### config.mk
export PLATFORM = sky130hd
export DESIGN_NAME = dmem_port_arbiter
export DESIGN_NICKNAME = d
export VERILOG_FILES = /design/src/rtl/dmem_port_arbiter.sv
export SDC_FILE = /design/constraint.sdc
export NUM_CORES = 1
export LEC_CHECK = 0
export ABC_AREA = 1
export CAP_MARGIN = 25
export CORE_ASPECT_RATIO = 0.5
export CORE_MARGIN = 3
export CORE_UTILIZATION = 35
export DETAILED_ROUTE_END_ITERATION = 7
export PLACE_DENSITY = 0.81
export SYNTH_ARGS = -nofsm -noshare
export SYNTH_HDL_FRONTEND = slang
export SYNTH_SLANG_ARGS = --single-unit
export TNS_END_PERCENT = 50
### constraint.sdc
create_clock -name CLK -period 3.3 [get_ports CLK]
set_clock_uncertainty 0.1 [all_clocks]
set_input_delay 0.825 -clock CLK [delete_from_list [all_inputs] [get_ports CLK]]
set_output_delay 0.825 -clock CLK [all_outputs]
set_load 0.03 [all_outputs]
### src/rtl/dmem_port_arbiter.sv
// Two-port arbiter in front of the single-port 32x32 data memory: round-robin
// between core (port 0) and DMA/debug (port 1), with a bounded port-1 burst lock.
module dmem_port_arbiter #(
   parameter int DEPTH    = 32,
   parameter int MAX_LOCK = 8
) (
   input  logic        CLK,
   input  logic        RST,
   input  logic        req0_valid,
   input  logic        req0_we,
   input  logic [31:0] req0_addr,
   input  logic [31:0] req0_wdata,
   output logic        req0_ready,
   output logic        rsp0_valid,
   output logic [31:0] rsp0_rdata,
   output logic        rsp0_err,
   input  logic        req1_valid,
   input  logic        req1_we,
   input  logic [31:0] req1_addr,
   input  logic [31:0] req1_wdata,
   output logic        req1_ready,
   output logic        rsp1_valid,
   output logic [31:0] rsp1_rdata,
   output logic        rsp1_err,
   input  logic        lock1,
   output logic        mem_we,
   output logic [31:0] mem_a,
   output logic [31:0] mem_wd,
   input  logic [31:0] mem_rd,
   output logic        dbg_state
);

   // Handshake: a request transfers in the cycle where reqN_valid & reqN_ready;
   // the requester holds its request fields stable while valid & !ready, and the
   // single-cycle response (rspN_valid) follows on the next posedge.

   localparam int            CW      = $clog2(MAX_LOCK + 1);
   localparam logic [CW-1:0] MAX_C   = CW'(MAX_LOCK);
   localparam logic [31:0]   DEPTH_C = 32'(DEPTH);

   typedef enum logic {ARB = 1'b0, LOCK1 = 1'b1} state_t;

   state_t        state, state_nx;
   logic          rr_last, rr_last_nx;
   logic [CW-1:0] lock_cnt, lock_cnt_nx;
   logic          grant0, grant1;
   logic          rr_eff;
   logic          g_we;
   logic [31:0]   g_addr, g_wdata;
   logic          in_range;
   logic [31:0]   rd_val;

   always_ff @(posedge CLK) begin
      if (!RST) begin
         state    <= ARB;
         rr_last  <= 1'b1;
         lock_cnt <= '0;
      end else begin
         state    <= state_nx;
         rr_last  <= rr_last_nx;
         lock_cnt <= lock_cnt_nx;
      end
   end

   always_comb begin
      state_nx    = state;
      lock_cnt_nx = lock_cnt;
      rr_last_nx  = rr_last;
      grant0      = 1'b0;
      grant1      = 1'b0;
      rr_eff      = rr_last;
      // Nothing is accepted while reset is held, so reset never writes memory.
      if (RST) begin
         if (state == LOCK1 && req1_valid && lock1 && lock_cnt < MAX_C) begin
            grant1      = 1'b1;
            lock_cnt_nx = lock_cnt + CW'(1);
         end else begin
            if (state == LOCK1) begin
               // Leaving a burst arbitrates as if port 1 just won, so port 0 goes next.
               state_nx    = ARB;
               lock_cnt_nx = '0;
               rr_eff      = 1'b1;
            end
            if (req0_valid && req1_valid) begin
               grant0 = rr_eff;
               grant1 = !rr_eff;
            end else begin
               grant0 = req0_valid;
               grant1 = req1_valid;
            end
            if (state == ARB && grant1 && lock1) begin
               state_nx    = LOCK1;
               lock_cnt_nx = CW'(1);
            end
         end
         if (grant0)
            rr_last_nx = 1'b0;
         else if (grant1)
            rr_last_nx = 1'b1;
      end
   end

   always_comb begin
      g_we    = 1'b0;
      g_addr  = '0;
      g_wdata = '0;
      if (grant0) begin
         g_we    = req0_we;
         g_addr  = req0_addr;
         g_wdata = req0_wdata;
      end else if (grant1) begin
         g_we    = req1_we;
         g_addr  = req1_addr;
         g_wdata = req1_wdata;
      end
   end

   assign in_range   = (g_addr < DEPTH_C);
   assign rd_val     = (in_range && !g_we) ? mem_rd : '0;
   assign mem_we     = g_we && in_range;
   assign mem_a      = g_addr;
   assign mem_wd     = g_wdata;
   assign req0_ready = grant0;
   assign req1_ready = grant1;
   assign dbg_state  = (state == LOCK1);

   // rdata/err only move on a grant; they hold while rsp_valid is low.
   always_ff @(posedge CLK) begin
      if (!RST) begin
         rsp0_valid <= 1'b0;
         rsp0_rdata <= '0;
         rsp0_err   <= 1'b0;
         rsp1_valid <= 1'b0;
         rsp1_rdata <= '0;
         rsp1_err   <= 1'b0;
      end else begin
         rsp0_valid <= grant0;
         rsp1_valid <= grant1;
         if (grant0) begin
            rsp0_rdata <= rd_val;
            rsp0_err   <= !in_range;
         end
         if (grant1) begin
            rsp1_rdata <= rd_val;
            rsp1_err   <= !in_range;
         end
      end
   end

endmodule
==> flow_summary.yaml <==
run_status:
  status: "finished with violations"
  violations: "negative setup slack"
place:
  port_buffers: 302
  dpl.hpwl_mm: 14.58
  placed_cell_area_sq_mm: 0.007580
  place.gp.congestion: 0.9901
hold_path:
  min_from: "rsp1_rdata[8]"
  min_path_type: "flip-flop to flip-flop"
routing:
  routed_wl_mm: 19.10
  drt_iter0_markers: 344
  ant_nets: 0
  first_pass_iters: 5
  via_per_inst: 5.060
  wire_per_inst_microns: 19.60
  drcViolationCount: 0
  vias: 4928
pwr:
  p_leak_uw: 0.003214
  ir_drop_mv: 0.2538
  seq_power_share_pct: 31.5
  power_density_mw_per_mm2: 369.5
  internal_power_uw: 2043
  clock_power_share_pct: 33.5
  combPwrFrac_pct: 35.1
  p_switching_uw: 975.5
  sw_frac_of_total_pct: 32.31
layout:
  nets: 975
  final_layout_size_suffix_gt1_share_pct: 34.73
  final_util_pct: 71.77
  final_common_cell: "clkdlybuf4s50_1"
  area.growth.synth_to_final_pct: 93.71
  final_cell_mix: "clkdlybuf4s50_1, buf_4, dfxtp_1"
  design_area_sq_mm: 0.008170
cts:
  cts_sinks: 74
  cts_inserted_buffers: 9
  insertion_delay_ps: 330
  htree_levels: 3
  cts_max_path_buffers: 2
  cts_hold_buf: 0
  cts_root_buf: "clkbuf_16"
  tritoncts: "built"
  clkTransAtPathRegs_ps: 60
floorplan:
  dieArea_sq_mm: 0.01348
  core_sq_mm: 0.01138
  initial_utilization_pct: 37.05
  ios: 303
  die_x_microns: 161.2
  rows: 27
  die_h_microns: 83.63
sta:
  slew_headroom_pct: 46.89
  rsz0062_at_grt: "true"
  min_period_ps: 3304
  finalSetupViolCount: 1
  fmax_mhz: 302.7
  min_period_over_period_pct: 100.1
  setup_ws_ps: -3.885
  hold_viol_final: 0
  slew_viol_final: 0
  worst_pin_slew_ps: 796.7
critical_path:
  worst_setup_path_start_kind: "primary input"
  rrSetupSlack_ps: 610
  crit_fanout: 6
  cp-startpoint: "req1_valid"
  path_class: "primary input to output pin"
  crit_path_end_kind: "output pin"
  required_ps: 2370
  r2r_start: "dbg_state"
  critPathArrivalTime_ps: 2380
global_routing:
  grt_first_pass_wirelength_mm: 28.15
  antenna_found_initial: 3
  grt_max_degree: 79
  gr-usage-all-layers_pct: 26.46
  grt_overflow: 0
  grt_pass1_vias: 4848
yosys:
  syn_nets: 640
  yosysUniqueCellTypes: 31
  ys_seq_area_share_pct: 35.12
  syn_avg_cell_area_sq_um: 8.936
  yosys_warnings: 0
  syn_inst: 472
  ys_seq_elements: 74
  synth_area_sq_mm: 0.004218
flow_run:
  drv_cap: 0
cell usage after synthesis:
| master | count | area share (%) |
|---|---|---|
| a22o_1 | 38 | 7.9 |
| nand2_8 | 1 | 0.47 |
| nor2_2 | 3 | 0.45 |
| nor2_1 | 17 | 1.5 |
| a211oi_1 | 1 | 0.18 |
| nand3_1 | 20 | 2.4 |
| buf_4 | 5 | 0.89 |
| o211ai_1 | 1 | 0.18 |
| clkbuf_1 | 22 | 2.0 |
| o21ai_2 | 22 | 4.6 |
| o21ai_1 | 8 | 0.95 |
| a21oi_2 | 28 | 5.8 |
| nor2_8 | 1 | 0.47 |
| dfxtp_1 | 74 | 35 |
| buf_6 | 2 | 0.53 |
| buf_2 | 11 | 1.3 |
| nand3_4 | 29 | 12 |
| inv_1 | 10 | 0.89 |
| a21oi_1 | 8 | 0.95 |
| nand4_1 | 25 | 3.7 |
| nand2_2 | 7 | 1.0 |
| buf_12 | 3 | 1.4 |
| inv_2 | 5 | 0.45 |
| ha_1 | 1 | 0.30 |
| nor3_1 | 1 | 0.12 |
| o21a_1 | 1 | 0.18 |
| nand2_4 | 1 | 0.27 |
| o21ai_0 | 41 | 4.9 |
| xor2_1 | 1 | 0.21 |
| nand2_1 | 76 | 6.8 |
| nand3_2 | 9 | 2.1 |
per-stage QoR:
stage	std cells	power, uW	setup WS, ps	hold WS (ps)	TNS, ps
floorplan	472	1436	37.52	336.7	0
global placement	944	1959	-383.4	338.4	-10500
detailed placement	944	1966	-458.1	345.5	-16660
CTS	964	3004	-20.80	356.0	-20.80
global route	974	3133	-88.81	373.0	-88.81
finish	974	3019	-3.885	354.7	-3.885
layout make-up:
class	instances	area [sq um]
antenna	3	7.507
sequential	74	1481
timing repair buffer	367	3576
clock inverter	6	73.82
clock buffer	10	239.0
fill	859	3214
multi-input combinational	340	2534
tap	159	198.9
inverter	15	60.06
logic make-up (layout without fill, tap and decap cells):
group | Yosys count | count (layout) | synth area share [%]
AOI/OAI and AO/OA | 148 | 148 | 25.57
and+or+nand+nor | 190 | 190 | 31.36
adders and majority gates | 1 | 1 | 0.2966
xor gates and xnor gates | 1 | 1 | 0.2077
DFF | 74 | 74 | 35.12
buffers and inverters | 58 | 398 | 7.446
other | 0 | 3 | 0
power by group through the flow:
stage / clock, uW / sequential [uW] / combinational, uW
after CTS: 1030 / 950 / 1020
final: 1010 / 950 / 1060
after global routing: 1070 / 954 / 1110
after global placement: 0 / 967 / 992
after floorplan: 0 / 1030 / 404
after detailed placement: 0 / 968 / 997
metal layers:
layer / vias to the layer above / global-route usage [%] / share of wire (%)
li1: 2364 / - / -
met3: 52 / 5.104 / 5.2
met5: - / 0 / 0
met4: 0 / 9.290 / 3.2
met1: 2341 / 33.16 / 41
met2: 171 / 45.49 / 50
worst max-delay path: stages:
cell	delay (ps)
buf_8	100
nand2_2	60
inv_2	50
nand2_8	60
nand3_4	160
buf_16	210
nand3_2	70
nand2_2	70
nor2_2	110
nand2_1	70
nor2_2	130
nand2_2	90
nor3_4	210
buf_6	160
flip-flops by register name, indices dropped and copies added (netlist names):
signal,flops
rsp0_rdata,32
rsp1_rdata,32
lock_cnt,4
dbg_state,1
rr_last,1
rsp0_err,1
rsp0_valid,1
rsp1_err,1
rsp1_valid,1
what timing repair did:
action	CTS	global route
cloned	1	2
pin swaps	10	19
resized for setup	29	19
setup endpoints to repair	64	1
buffers inserted	3	5
worst paths after layout:
path,cells after the start,end
setup / recovery,14,mem_we
hold / removal,2,rsp1_rdata[8]
setup reg to reg,17,rsp0_rdata[10]
hold reg to reg,2,rsp1_rdata[8]
Note: power is estimated with default switching activity, not from simulation.
